**src/rtl/fwd_stall_unit.sv**
```systemverilog
// fwd_stall_unit: operand forwarding and load-use stall control between ID and EX.
// Resolves each source operand from EX, MEM, WB or the register file, stalls ID
// for LOAD_USE_CYCLES cycles after a load-use hazard, registers the resolved
// operands into EX and keeps saturating stall/forward performance counters.
module fwd_stall_unit #(
   parameter int XLEN            = 32,
   parameter int REG_AW          = 5,
   parameter int LOAD_USE_CYCLES = 1,
   parameter int CNT_W           = 16
) (
   input  logic              clk_i,
   input  logic              reset_ni,
   input  logic              id_valid_i,
   input  logic [REG_AW-1:0] id_ra_index_i,
   input  logic [REG_AW-1:0] id_rb_index_i,
   input  logic              id_uses_ra_i,
   input  logic              id_uses_rb_i,
   input  logic [XLEN-1:0]   id_ra_value_i,
   input  logic [XLEN-1:0]   id_rb_value_i,
   input  logic              ex_valid_i,
   input  logic              ex_is_load_i,
   input  logic [REG_AW-1:0] ex_rd_index_i,
   input  logic [XLEN-1:0]   ex_result_i,
   input  logic              mem_valid_i,
   input  logic              mem_access_i,
   input  logic [REG_AW-1:0] mem_rd_index_i,
   input  logic [XLEN-1:0]   mem_alu_result_i,
   input  logic [XLEN-1:0]   mem_rdata_i,
   input  logic              wb_valid_i,
   input  logic [REG_AW-1:0] wb_rd_index_i,
   input  logic [XLEN-1:0]   wb_result_i,
   input  logic              clr_counters_i,
   output logic              stall_o,
   output logic              exe_valid_o,
   output logic [XLEN-1:0]   exe_ra_o,
   output logic [XLEN-1:0]   exe_rb_o,
   output logic [1:0]        fwd_sel_a_o,
   output logic [1:0]        fwd_sel_b_o,
   output logic [CNT_W-1:0]  stall_count_o,
   output logic [CNT_W-1:0]  fwd_count_o
);

   localparam logic       ST_RUN    = 1'b0;
   localparam logic       ST_STALL  = 1'b1;
   localparam logic [2:0] LU_RELOAD = 3'(LOAD_USE_CYCLES - 1);

   localparam logic [1:0] SEL_RF  = 2'd0;
   localparam logic [1:0] SEL_EX  = 2'd1;
   localparam logic [1:0] SEL_MEM = 2'd2;
   localparam logic [1:0] SEL_WB  = 2'd3;

   // A producer feeds an operand only if it writes a non-zero register the operand reads.
   function automatic logic prod_match(input logic              p_valid,
                                       input logic [REG_AW-1:0] p_rd,
                                       input logic [REG_AW-1:0] src_idx,
                                       input logic              src_used);
      return p_valid && (p_rd != {REG_AW{1'b0}}) && (p_rd == src_idx) && src_used;
   endfunction

   // Counter increment that sticks at all ones.
   function automatic logic [CNT_W-1:0] sat_inc(input logic [CNT_W-1:0] v);
      return (&v) ? v : v + CNT_W'(1'b1);
   endfunction

   logic              state_r, state_n_s;
   logic [2:0]        cnt_r, cnt_n_s;
   logic              hazard_s, stall_s, fwd_event_s;
   logic              ex_a_s, ex_b_s, mem_a_s, mem_b_s, wb_a_s, wb_b_s;
   logic [XLEN-1:0]   mem_value_s, op_a_s, op_b_s;
   logic [1:0]        sel_a_s, sel_b_s;
   logic              exe_valid_r;
   logic [XLEN-1:0]   exe_ra_r, exe_rb_r;
   logic [1:0]        sel_a_r, sel_b_r;
   logic [CNT_W-1:0]  stall_cnt_r, fwd_cnt_r;

   assign ex_a_s  = prod_match(ex_valid_i,  ex_rd_index_i,  id_ra_index_i, id_uses_ra_i);
   assign ex_b_s  = prod_match(ex_valid_i,  ex_rd_index_i,  id_rb_index_i, id_uses_rb_i);
   assign mem_a_s = prod_match(mem_valid_i, mem_rd_index_i, id_ra_index_i, id_uses_ra_i);
   assign mem_b_s = prod_match(mem_valid_i, mem_rd_index_i, id_rb_index_i, id_uses_rb_i);
   assign wb_a_s  = prod_match(wb_valid_i,  wb_rd_index_i,  id_ra_index_i, id_uses_ra_i);
   assign wb_b_s  = prod_match(wb_valid_i,  wb_rd_index_i,  id_rb_index_i, id_uses_rb_i);

   assign hazard_s = id_valid_i && ex_is_load_i && (ex_a_s || ex_b_s);

   // MEM stage value: load data for loads, ALU result otherwise.
   always_comb begin
      mem_value_s = mem_alu_result_i;
      if (mem_access_i) begin
         mem_value_s = mem_rdata_i;
      end else begin
         mem_value_s = mem_alu_result_i;
      end
   end

   // Source select per operand: EX > MEM > WB > regfile; EX is barred while a load-use hazard stands.
   always_comb begin
      sel_a_s = SEL_RF;
      sel_b_s = SEL_RF;
      if (!id_valid_i) begin
         sel_a_s = SEL_RF;
         sel_b_s = SEL_RF;
      end else begin
         if (ex_a_s && !hazard_s) sel_a_s = SEL_EX;
         else if (mem_a_s)        sel_a_s = SEL_MEM;
         else if (wb_a_s)         sel_a_s = SEL_WB;
         else                     sel_a_s = SEL_RF;
         if (ex_b_s && !hazard_s) sel_b_s = SEL_EX;
         else if (mem_b_s)        sel_b_s = SEL_MEM;
         else if (wb_b_s)         sel_b_s = SEL_WB;
         else                     sel_b_s = SEL_RF;
      end
   end

   // Operand muxes driven by the resolved selects.
   always_comb begin
      op_a_s = id_ra_value_i;
      op_b_s = id_rb_value_i;
      case (sel_a_s)
         SEL_EX:  op_a_s = ex_result_i;
         SEL_MEM: op_a_s = mem_value_s;
         SEL_WB:  op_a_s = wb_result_i;
         default: op_a_s = id_ra_value_i;
      endcase
      case (sel_b_s)
         SEL_EX:  op_b_s = ex_result_i;
         SEL_MEM: op_b_s = mem_value_s;
         SEL_WB:  op_b_s = wb_result_i;
         default: op_b_s = id_rb_value_i;
      endcase
   end

   // Stall request: the whole STALL state, or the hazard cycle itself; reset forces it low.
   always_comb begin
      stall_s = 1'b0;
      if (!reset_ni) begin
         stall_s = 1'b0;
      end else if (state_r == ST_STALL) begin
         stall_s = 1'b1;
      end else begin
         stall_s = hazard_s;
      end
   end

   assign stall_o     = stall_s;
   assign fwd_event_s = id_valid_i && !stall_s && ((sel_a_s != SEL_RF) || (sel_b_s != SEL_RF));

   // Next-state logic: the hazard cycle counts as the first stall cycle, STALL covers the rest.
   always_comb begin
      state_n_s = state_r;
      cnt_n_s   = cnt_r;
      case (state_r)
         ST_RUN: begin
            if (hazard_s && (LOAD_USE_CYCLES > 1)) begin
               state_n_s = ST_STALL;
               cnt_n_s   = LU_RELOAD;
            end else begin
               state_n_s = ST_RUN;
               cnt_n_s   = 3'd0;
            end
         end
         ST_STALL: begin
            if (cnt_r <= 3'd1) begin
               state_n_s = ST_RUN;
               cnt_n_s   = 3'd0;
            end else begin
               state_n_s = ST_STALL;
               cnt_n_s   = cnt_r - 3'd1;
            end
         end
         default: begin
            state_n_s = ST_RUN;
            cnt_n_s   = 3'd0;
         end
      endcase
   end

   // Stall FSM state and countdown registers.
   always_ff @(posedge clk_i or negedge reset_ni) begin
      if (!reset_ni) begin
         state_r <= ST_RUN;
         cnt_r   <= 3'd0;
      end else begin
         state_r <= state_n_s;
         cnt_r   <= cnt_n_s;
      end
   end

   // ID/EX register: bubble and hold while stalled, otherwise capture resolved operands.
   always_ff @(posedge clk_i or negedge reset_ni) begin
      if (!reset_ni) begin
         exe_valid_r <= 1'b0;
         exe_ra_r    <= {XLEN{1'b0}};
         exe_rb_r    <= {XLEN{1'b0}};
         sel_a_r     <= SEL_RF;
         sel_b_r     <= SEL_RF;
      end else if (stall_s) begin
         exe_valid_r <= 1'b0;
      end else begin
         exe_valid_r <= id_valid_i;
         exe_ra_r    <= op_a_s;
         exe_rb_r    <= op_b_s;
         sel_a_r     <= sel_a_s;
         sel_b_r     <= sel_b_s;
      end
   end

   // Saturating performance counters; a clear beats a same-cycle increment.
   always_ff @(posedge clk_i or negedge reset_ni) begin
      if (!reset_ni) begin
         stall_cnt_r <= {CNT_W{1'b0}};
         fwd_cnt_r   <= {CNT_W{1'b0}};
      end else if (clr_counters_i) begin
         stall_cnt_r <= {CNT_W{1'b0}};
         fwd_cnt_r   <= {CNT_W{1'b0}};
      end else begin
         if (stall_s)     stall_cnt_r <= sat_inc(stall_cnt_r);
         if (fwd_event_s) fwd_cnt_r   <= sat_inc(fwd_cnt_r);
      end
   end

   assign exe_valid_o   = exe_valid_r;
   assign exe_ra_o      = exe_ra_r;
   assign exe_rb_o      = exe_rb_r;
   assign fwd_sel_a_o   = sel_a_r;
   assign fwd_sel_b_o   = sel_b_r;
   assign stall_count_o = stall_cnt_r;
   assign fwd_count_o   = fwd_cnt_r;

endmodule

```
**config.mk**
```make
export PLATFORM = sky130hd
export DESIGN_NAME = fwd_stall_unit
export DESIGN_NICKNAME = d
export VERILOG_FILES = /design/src/rtl/fwd_stall_unit.sv
export SDC_FILE = /design/constraint.sdc
export NUM_CORES = 1
export LEC_CHECK = 0
export CAP_MARGIN = 25
export CORE_MARGIN = 3
export CORE_UTILIZATION = 41
export CTS_CLUSTER_DIAMETER = 150
export DETAILED_ROUTE_END_ITERATION = 8
export PLACE_DENSITY_LB_ADDON = 0.3
export RECOVER_POWER = 25
export SYNTH_ARGS = -nofsm -noshare
export SYNTH_HDL_FRONTEND = slang
export SYNTH_SLANG_ARGS = --single-unit
```
**constraint.sdc**
```tcl
create_clock -name clk_i -period 2.8 [get_ports clk_i]
set_input_delay 0.28 -clock clk_i [delete_from_list [all_inputs] [get_ports clk_i]]
set_output_delay 0.28 -clock clk_i [all_outputs]
set_load 0.005 [all_outputs]
```
# Yosys cells after proc, flatten, opt, wreduce, memory -nomap -nowiden
# Cells that the tools add are included.
[op_classes]
reduce_logical = 36
n_mux = 24
order_cmp = 1
n_addsub = 3
n_eq_ne = 14
bitwise = 1
[ops]
columns = ["cell", "count"]
rows = [
  ["$pmux W32 S3", 2],
  ["$mux W16", 6],
  ["$add A16 B1 Y16 const B", 2],
  ["$mux W32", 1],
  ["$reduce_and A16 Y1", 2],
  ["$eq A5 B5 Y1", 6],
  ["$logic_and A1 B1 Y1", 21],
  ["$mux W2", 8],
  ["$reduce_bool A5 Y1", 3],
  ["$eq A2 B2 Y1 const B", 4],
  ["$reduce_bool A2 Y1", 4],
  ["$pmux W3 S2", 1],
  ["$eq A2 B1 Y1 const B", 2],
  ["$mux W1", 4],
  ["$ne A2 B2 Y1 const B", 2],
  ["$reduce_and A2 Y1", 2],
  ["$le A3 B1 Y1 const B", 1],
  ["$mux W3", 1],
  ["$sub A3 B1 Y3 const B", 1],
  ["$logic_not A1 Y1", 2],
  ["$logic_or A1 B1 Y1", 2],
  ["$pmux W1 S2", 1],
  ["$not A1 Y1", 1],
]
[totals]
inputBits = 228
wordCells = 88
reg_bits = 105

# Longest topological paths before layout
# Gate-level depths: netlist of the first run.
[logic_depth]
depth_word = 15
ltp_mapped = 9

# Least setup slack after synthesis of the first run
# Ideal clock, no wire load.
[synth_timing]
path_kind = "input to register"
startpoint = "input port wb_rd_index_i[1]"
endpoint = "register fwd_cnt_r[2], in the netlist fwd_count_o[2]"
t_required_ns = 2.675
slack_ns = 0.543
n_path_buf = 1
t_arrival_ns = 2.132
cell_stages = 8
cell_sequence = "or4_1 -> o21ai_1 -> and4b_1 -> o31ai_4 -> and2_1 -> buf_6 -> nor3b_1 -> mux2_4"
[synth_between]
elab_chain_len = 13
word_cells_on_any_way = 22
[synth_lines]
columns = ["item", "line_no", "text"]
rows = [
  ["start, declared", "30", "input logic [REG_AW-1:0] wb_rd_index_i,"],
  ["$reduce_bool A5 Y1", "57", "return p_valid && (p_rd != {REG_AW{1'b0}}) && (p_rd == src_idx) && src_used;"],
  ["$logic_and A1 B1 Y1 (3 in series)", "57", ""],
  ["$mux W2, on equally long branches", "105, 109", ""],
  ["$mux W2, on equally long branches", "104, 108", ""],
  ["$mux W2, on equally long branches", "103, 107", ""],
  ["$mux W2", "99", "if (!id_valid_i) begin"],
  ["$reduce_bool A2 Y1", "145", "assign fwd_event_s = id_valid_i && !stall_s && ((sel_a_s != SEL_RF) || (sel_b_s != SEL_RF));"],
  ["$logic_or A1 B1 Y1 (*)", "145", ""],
  ["$logic_and A1 B1 Y1 (*)", "145", ""],
  ["$reduce_bool A2 Y1 (no line) (*)", "--", ""],
  ["$reduce_and A2 Y1 (no line) (*)", "--", ""],
  ["end signal, assigned", "211", "fwd_cnt_r <= {CNT_W{1'b0}};"],
  ["end signal, assigned", "214", "fwd_cnt_r <= {CNT_W{1'b0}};"],
  ["end signal, assigned", "217", "if (fwd_event_s) fwd_cnt_r <= sat_inc(fwd_cnt_r);"],
  ["end, declared", "74", "logic [CNT_W-1:0] stall_cnt_r, fwd_cnt_r;"],
]
# Every way passes the cells marked *; elsewhere a longest branch is shown, timed or not.
# A chain may end at the register's enable or synchronous reset.

# Final worst setup path of the first run
[layout_timing]
startpoint = "input port ex_rd_index_i[3]"
endpoint = "output port stall_o"
[layout_between]
elab_chain_len = 8
word_cells_on_any_way = 12
[layout_lines]
columns = ["item", "line_no", "text"]
rows = [
  ["start, declared", "22", "input logic [REG_AW-1:0] ex_rd_index_i,"],
  ["$reduce_bool A5 Y1", "57", ""],
  ["$logic_and A1 B1 Y1 (3 in series)", "57", ""],
  ["$logic_or A1 B1 Y1 (*)", "83", "assign hazard_s = id_valid_i && ex_is_load_i && (ex_a_s || ex_b_s);"],
  ["$logic_and A1 B1 Y1 (*)", "83", ""],
  ["$mux W1 (*)", "137", "end else if (state_r == ST_STALL) begin"],
  ["$mux W1 (*)", "135", "if (!reset_ni) begin"],
  ["end, declared", "33", "output logic stall_o,"],
]
# Marked as above.

==> results of run 1 <==
[final cells by class]
cell class	count	area, um2
Fill cell	1224	4520
Timing Repair Buffer	396	3920
Multi-Input combinational cell	590	3710
Sequential cell	105	2630
Tap cell	211	264
Clock buffer	11	243
Clock inverter	5	103
Inverter	11	41.3
Antenna cell	1	2.50
[worst register-to-register path, cell delays in order, from the launching register on]
cell and delay (ns):
dfrtp_1 0.45, and4_1 0.29, and4_1 0.29, nand4_1 0.17, and3_1 0.17, nand3_1 0.07
buf_4 0.19, or4_1 0.47, a21oi_1 0.15
[state kept, by name, indices dropped and copies added, names as in the netlist]
register,count
exe_ra_o,32
exe_rb_o,32
fwd_count_o,16
stall_count_o,16
cnt_r,3
fwd_sel_a_o,2
fwd_sel_b_o,2
exe_valid_o,1
state_r,1
[worst min-delay path by stage]
stage / from / endpoint / slack, ns / cells after the start
global route: reset_ni / fwd_sel_b_o[1]$_DFFE_PN0N_ / 0.06 / 2
finish: reset_ni / cnt_r[2]$_DFF_PN0_ / 0.02 / 2
floorplan: reset_ni / cnt_r[0]$_DFF_PN0_ / -0.02 / 0
CTS: reset_ni / cnt_r[2]$_DFF_PN0_ / 0.007 / 2
global placement: reset_ni / fwd_sel_b_o[1]$_DFFE_PN0N_ / 0.37 / 2
detailed placement: reset_ni / fwd_sel_b_o[1]$_DFFE_PN0N_ / 0.38 / 2
[timing repair]
| item | CTS | global route |
|---|---|---|
| setup buffers | 0 | 0 |
| resized for setup | 3 | 2 |
| hold buffers | 0 | 0 |
| endpoints found under the setup margin | 1 | 1 |
| gates cloned | 0 | 0 |
[cell usage after synthesis, drive strengths merged (8+ instances only)]
library cell  instances  area, um2
a211oi                8       60.1
a21oi                70        350
a22oi                52        390
a31oi                53        332
buf                  22        123
clkbuf               32        120
dfrtp               105       2630
inv                  10       37.5
mux2i                32        320
nand2                32        120
nand3                 9       45.0
nand4                10       62.6
nor2                136        510
nor3                 11       65.1
o211ai               10       93.8
o21ai                30        150
o2bb2ai              11       96.3
o31ai                12        118
or4                  11       86.3
xnor2                27        236
xor2                 16        140
[cells by family after synthesis]
kind of cell | after synthesis | synth area share [%]
muxes | 38 | 6.01
buffers and inverters | 65 | 4.32
DFF | 105 | 39.9
and+or+nand+nor | 246 | 17.3
adders and majority gates | 3 | 0.571
xor gates and xnor gates | 43 | 5.72
AOI/OAI and AO/OA | 260 | 26.1
[per-layer routing]
metal / vias up / global-route usage [%] / wire, um
li1: 3521 / - / -
met3: 83 / 7.91 / 2430
met5: - / 0 / 13
met4: 2 / 14.8 / 1340
met1: 3623 / 36.9 / 10600
met2: 407 / 50.7 / 13100
[report_power, final]
part	total (W)	switching, W	internal, W
combinational	0.000819	0.000308	0.000511
clock	0.00148	0.000586	0.000898
sequential	0.00161	0.0000329	0.00158
[per-stage QoR]
stage	std cells	power [W]	setup WS [ns]	setup TNS, ns
floorplan	760	0.00185	0.543	0
global placement	1313	0.00245	-0.0654	-0.384
detailed placement	1313	0.00246	-0.159	-1.46
CTS	1329	0.00394	0.0101	0
global route	1330	0.00404	0.0138	0
finish	1330	0.00391	0.126	0
==> qor.txt, run 1 <==
Clock skew: 0.00969 ns
Yosys warns: 0
Row cnt: 45
CTS Root Cell: clkbuf_16
Worst stage delay on the critical path: 0.59 ns
Clk slew on worst S/H paths: 0.07 ns
Syn avg cell area: 8.66 um2
GRT overflow: 0
WS Path Type: in -> out
Max VDD drop: 0.000277 V
Die X: 133 um
Largest net degree at the start of global routing: 72
Layout net count: 1344
Hold Path Class: in -> async
Post-route clock period utilization: 95.5%
Worst Tran Pin Value: 1.83 ns
Final Hold Viols: 0
Worst Setup End Kind: output port
First-pass GRT wire length: 42500 um
RSZ-0062 raised after global routing: no
Clk sinks: 105
Die ar.: 0.0176 mm2
Placed wire-length estimate: 20900 um
CP Buf/Inv Count: 3
Initial Utilization: 42.7%
Skew-Pair Late Insertion Delay: 0.35 ns
Post-synth ARST share: 100%
Routed wire length: 27500 um
Vias per std cell: 5.74
Final GP Congestion: 0.915
CTS tree: yes
Longest Clk Path Bufs: 2
GRT Overall Usage: 30.5%
Power Dens Cells: 358 mW/mm2
Synthesized Nets: 991
Synth cell types: 53
Leak: 4.43 nW
Die H: 133 um
Max_cap viols: 1
Crit path time final: 2.67 ns
Worst reg2reg path startpoint: fwd_count_o[3]$_DFFE_PN0P_
Critical path launch point type: input pin
CP Cell Sequence: clkdlybuf4s50_1 > or4_4 > o21ai_2 > nor3_1 > o211a_1 > nor2_4 > inv_2 > clkdlybuf4s50_1
Crit-path max FO: 2
Num ports: 330
R2r endpoint: fwd_count_o[11]$_DFFE_PN0P_
Final Util: 70.7%
Port bufs: 329
Final Setup Violations: 0
Yosys reg bits: 105
CTS buffer count: 9
CP delay by family, top: buffers and inverters
Antenna viol nets, final: 0
Final Hold Slack: 0.0211 ns
Fmax: 0.374 GHz
Main synth FF type: dfrtp_1
R2R Setup Slk: 0.46 ns
Register area share after synthesis: 39.9%
Post-DP Area: 0.0106 mm2
Worst EP arrival: 2.39 ns
Initial antenna violation count: 2
Most used cell, CP: clkdlybuf4s50_1
Crit path from: ex_rd_index_i[3]
Cell area after synthesis: 0.00658 mm2
Failing checks: capacitance limit, slew limit
Fin. max-slew vios: 72
Slew margin rel.: -22.1%
Finished Cell Area: 0.0109 mm2
H-tree Lvls: 3
Commonest non-fill, non-tap cell in the layout: clkdlybuf4s50_1
Area grow syn2layout: 65.8%
WP data required: 2.52 ns
Remaining DRCs: 0
Outcome: finished, violations left
Most frequent cells in the layout: clkdlybuf4s50_1, nor2_1, dfrtp_1
Via count: 7636
Post-synth EDFFs: 0
Core Area: 0.0154 mm2
Cell count along the critical path: 8
CP max-delay cell: or4_4
Vias in the first global route: 7664
Crit path to: stall_o
Share of cells above drive strength 1: 9.39%
Cells after synthesis: 760
Router iterations before antenna repair: 5
Reg2Reg Depth: 8
DRT iter0 DRCs: 619
Wire length per cell: 20.7 um
Note: power is estimated with default switching activity, not from simulation.
==> run 2: changes to the inputs <==
--- a/config.mk
+++ b/config.mk
@@ -10,6 +10,7 @@
 export CORE_UTILIZATION = 41
 export CTS_CLUSTER_DIAMETER = 150
 export DETAILED_ROUTE_END_ITERATION = 8
+export HOLD_SLACK_MARGIN = 0.02
 export PLACE_DENSITY_LB_ADDON = 0.3
 export RECOVER_POWER = 25
 export SYNTH_ARGS = -nofsm -noshare
==> qor.txt, run 2 (same netlist as run 1, synthesis figures left out) <==
Vias per std cell: 5.75
Outcome: complete, no violations
Worst Setup End Kind: output port
Final Power: 0.00390 W
Crit path from: ex_rd_index_i[3]
Share of cells above drive strength 1: 9.38%
Max_cap viols: 0
Row cnt: 45
Power Dens Cells: 357 mW/mm2
GRT Overall Usage: 30.5%
Die ar.: 0.0176 mm2
Core Area: 0.0154 mm2
GRT overflow: 0
Fmax: 0.374 GHz
Most frequent cells in the layout: clkdlybuf4s50_1, nor2_1, dfrtp_1
Wire length per cell: 20.7 um
Post-route clock period utilization: 95.5%
Router iterations before antenna repair: 5
H-tree Lvls: 3
Slew margin rel.: 37.5%
Critical path launch point type: input pin
Clk slew on worst S/H paths: 0.07 ns
Fin. max-slew vios: 0
Port bufs: 329
Remaining DRCs: 0
Crit path to: stall_o
Antenna viol nets, final: 0
Vias in the first global route: 7670
Final Hold Viols: 0
Crit-path max FO: 2
Initial antenna violation count: 2
CTS Root Cell: clkbuf_16
Num ports: 330
Worst EP arrival: 2.39 ns
R2R Setup Slk: 0.46 ns
Longest Clk Path Bufs: 2
Placed wire-length estimate: 20900 um
CTS tree: yes
Die H: 133 um
Clk sinks: 105
Hold Path Class: reg -> reg
Largest net degree at the start of global routing: 72
Max VDD drop: 0.000273 V
Initial Utilization: 42.7%
Crit path time final: 2.67 ns
Clock skew: 0.00712 ns
WS Path Type: in -> out
R2r endpoint: fwd_count_o[11]$_DFFE_PN0P_
WP data required: 2.52 ns
Setup Buffers After CTS: 0
Worst reg2reg path startpoint: fwd_count_o[3]$_DFFE_PN0P_
Final Setup Violations: 0
First-pass GRT wire length: 42500 um
Routed wire length: 27500 um
RSZ-0062 raised after global routing: no
Final GP Congestion: 0.915
DRT iter0 DRCs: 597
CTS buffer count: 9
Worst Tran Pin Value: 0.938 ns
Layout net count: 1345
Setup TNS: 0 ns
Skew-Pair Late Insertion Delay: 0.35 ns
Leak: 4.44 nW
Die X: 133 um
Via count: 7654
Area grow syn2layout: 66.0%
Reg2Reg Depth: 8
Commonest non-fill, non-tap cell in the layout: clkdlybuf4s50_1
-- run 2: cell types whose count changed in the layout (fill, tap and decap cells not counted) --
cell / before / now
clkbuf_2: 1 / 0
buf_4: 55 / 56
dlygate4sd3_1: 24 / 41
clkdlybuf4s50_1: 301 / 285
-- run 2: worst min-delay path by stage --
stage                                   from                         end  slack (ns)  cells after the start
after floorplan                     reset_ni          cnt_r[0]$_DFF_PN0_       -0.02                      0
after global placement              reset_ni  fwd_sel_b_o[1]$_DFFE_PN0N_        0.37                      2
after detailed placement            reset_ni  fwd_sel_b_o[1]$_DFFE_PN0N_        0.38                      2
after CTS                 cnt_r[0]$_DFF_PN0_          cnt_r[0]$_DFF_PN0_        0.44                      1
after global routing      cnt_r[0]$_DFF_PN0_          cnt_r[0]$_DFF_PN0_        0.46                      1
final                     cnt_r[0]$_DFF_PN0_          cnt_r[0]$_DFF_PN0_        0.44                      1
-- run 2: what timing repair did --
item | CTS | global route
endpoints found under the setup margin | 1 | 1
hold buffers | 1 | 0
endpoints found under the hold margin | 34 | 0
gates resized for setup | 3 | 2
pin swaps | 0 | 0
-- run 2: cell type report --
class	count	area [um2]
Clock buffer	11	243
Antenna cell	1	2.50
Multi-Input combinational cell	590	3710
Fill cell	1222	4500
Clock inverter	5	103
Timing Repair Buffer	397	3930
Sequential cell	105	2630
Tap cell	211	264
Inverter	11	41.3
-- run 2: where the power goes --
part	switching, W	internal [W]	total, W
sequential	0.0000321	0.00158	0.00161
clock	0.000583	0.000899	0.00148
combinational	0.000309	0.000507	0.000815
-- run 2: critical path, stage by stage --
cell and delay [ns]:
clkdlybuf4s50_1 0.46, or4_4 0.59, o21ai_2 0.15, nor3_1 0.09
o211a_1 0.18, nor2_4 0.15, inv_2 0.06, clkdlybuf4s50_1 0.44
-- run 2: per-stage QoR --
stage | setup WS, ns | std cells | hold slack, ns | cell area, um2 | utilization [%]
2_1_floorplan | 0.543 | 760 | -0.0156 | 6580 | -
3_3_place_gp | -0.0654 | 1313 | 0.372 | 10600 | 68.5
3_5_place_dp | -0.159 | 1313 | 0.383 | 10600 | 68.5
4_1_cts | 0.0101 | 1330 | 0.437 | 10900 | 70.8
5_1_grt | 0.0138 | 1331 | 0.456 | 10900 | 70.8
6_report | 0.126 | 1331 | 0.437 | 10900 | 70.8
-- run 2: routing by layer --
layer / GRT usage [%] / share of wire (%) / vias to the layer above
li1: - / - / 3524
met1: 36.9 / 39 / 3628
met2: 50.7 / 47 / 415
met3: 7.91 / 8.8 / 85
met4: 14.8 / 5.0 / 2
met5: 0 / 0.047 / -
==> run 3: changes to the inputs <==
==> constraint.sdc (replaced) <==
create_clock -name clk_i -period 2.5 [get_ports clk_i]
set_input_delay 0.25 -clock clk_i [delete_from_list [all_inputs] [get_ports clk_i]]
set_output_delay 0.25 -clock clk_i [all_outputs]
set_load 0.005 [all_outputs]
==> qor.txt, run 3 (same netlist as run 1, synthesis figures left out) <==
Share of cells above drive strength 1: 11.9%
Fmax: 0.406 GHz
CP Buf/Inv Count: 2
Slew margin rel.: 30.6%
Final Hold Slack: 0.428 ns
Antenna viol nets, final: 0
Area grow syn2layout: 69.3%
RSZ-0062 raised after global routing: yes
Outcome: complete, no violations
Hold Path Class: reg -> reg
Die H: 133 um
Clk slew on worst S/H paths: 0.07 ns
Max VDD drop: 0.000333 V
Crit path to: fwd_count_o[8]$_DFFE_PN0P_
Post-Place Cells: 1336
Row cnt: 45
R2R Setup Slk: 0.16 ns
Worst Setup End Kind: register
CTS buffer count: 9
Vias per std cell: 5.68
Worst Tran Pin Value: 1.04 ns
Leak: 4.57 nW
Hold depth: 1
Crit path time final: 2.46 ns
CP Cell Sequence: clkdlybuf4s50_1 > xnor2_1 > nand4_1 > nor3_1 > o31ai_4 > and2_4 > clkbuf_16 > or4_1 > a21oi_1
Layout net count: 1372
Remaining DRCs: 0
H-tree Lvls: 3
Initial antenna violation count: 0
Layout Cells excl Fill: 1355
ANT cells: 0
Critical path launch point type: input pin
Initial Utilization: 42.7%
Crit path from: id_rb_index_i[4]
Post-route clock period utilization: 98.6%
Wire length per cell: 20.6 um
Busiest grt layer: met2
Most frequent cells in the layout: clkdlybuf4s50_1, nor2_1, dfrtp_1
GRT Overall Usage: 30.6%
Met1 usage: 38.0%
CTS Root Cell: clkbuf_16
Crit-path max FO: 14
Clk sinks: 105
Worst reg2reg path startpoint: fwd_count_o[3]$_DFFE_PN0P_
Routed wire length: 27900 um
Max_cap viols: 0
Die X: 133 um
R2r endpoint: fwd_count_o[13]$_DFFE_PN0P_
Num ports: 330
Via count: 7695
CP max-delay cell: clkdlybuf4s50_1
CTS tree: yes
Fillers: 1208
Reg2Reg Depth: 8
Die ar.: 0.0176 mm2
Longest Clk Path Bufs: 2
Commonest non-fill, non-tap cell in the layout: clkdlybuf4s50_1
Final Power: 0.00417 W
WS Path Type: in -> reg
Worst EP arrival: 2.73 ns
Met3 Use GR: 7.72%
Worst stage delay on the critical path: 0.57 ns
Clock skew: 0.00460 ns
Core Area: 0.0154 mm2
Cell count along the critical path: 9
Router iterations before antenna repair: 6
WP data required: 2.77 ns
GRT overflow: 0
Final Hold Viols: 0
Port bufs: 329
Final Setup Violations: 0
Skew-Pair Late Insertion Delay: 0.35 ns
GRT met2 Usage: 51.8%
Fin. max-slew vios: 0
Placed wire-length estimate: 21200 um
DRT iter0 DRCs: 643
CP delay by family, top: simple AND/OR/NAND/NOR gates
Vias in the first global route: 7814
Power Dens Cells: 374 mW/mm2
Setup TNS: 0 ns
Final GP Congestion: 0.905
Largest net degree at the start of global routing: 74
First-pass GRT wire length: 43000 um
run 3: area by class of cell:
type                            count  area, um2  share of cell area, %
Timing Repair Buffer              424       4160                   37.4
Multi-Input combinational cell    590       3770                   33.8
Sequential cell                   105       2630                   23.6
Tap cell                          211        264                   2.37
Clock buffer                       11        233                   2.09
Clock inverter                      3       43.8                  0.393
Inverter                           11       42.5                  0.382
run 3: timing repair:
item                                   in CTS  in global routing
gates cloned                                0                  1
setup endpoints to repair                   8                 52
hold buffers                                1                  0
gates resized for setup                    11                 10
endpoints found under the hold margin      32                  0
setup buffers                               2                  0
pin swaps                                   4                  2
run 3: metal layers:
metal  vias up  wire [um]
li1       3572          -
met4         0        993
met5         -          0
met3        65       2310
met1      3678      10900
met2       380      13700
run 3: worst reg2reg max path: stages (launching register included):
cell and delay [ns]:
dfrtp_1 0.45, and4_1 0.28, and4_1 0.28, nand4_1 0.17, and3_1 0.18, nand3_1 0.08, buf_4 0.19, or4_1 0.48
a21oi_1 0.16
run 3: worst min path at each step:
stage	start	endpoint	slack [ns]
floorplan	reset_ni	cnt_r[0]$_DFF_PN0_	-0.05
global placement	reset_ni	fwd_sel_b_o[1]$_DFFE_PN0N_	0.35
detailed placement	reset_ni	fwd_sel_a_o[1]$_DFFE_PN0N_	0.36
CTS	cnt_r[0]$_DFF_PN0_	cnt_r[0]$_DFF_PN0_	0.43
global route	cnt_r[0]$_DFF_PN0_	cnt_r[0]$_DFF_PN0_	0.46
finish	cnt_r[0]$_DFF_PN0_	cnt_r[0]$_DFF_PN0_	0.43
run 3: stage by stage:
stage	setup slack [ns]	utilization [%]	area, um2
after floorplan	0.273	-	6580
after global placement	-0.329	69.7	10700
after detailed placement	-0.396	69.7	10700
after CTS	0.0373	71.8	11100
after global routing	-0.0432	72.2	11100
final	0.0352	72.2	11100
run 3: power by group:
part	total, W	internal [W]	switching (W)
clock	0.00140	0.000768	0.000636
combinational	0.000959	0.000600	0.000358
sequential	0.00180	0.00176	0.0000382
total	0.00417	0.00313	0.00103
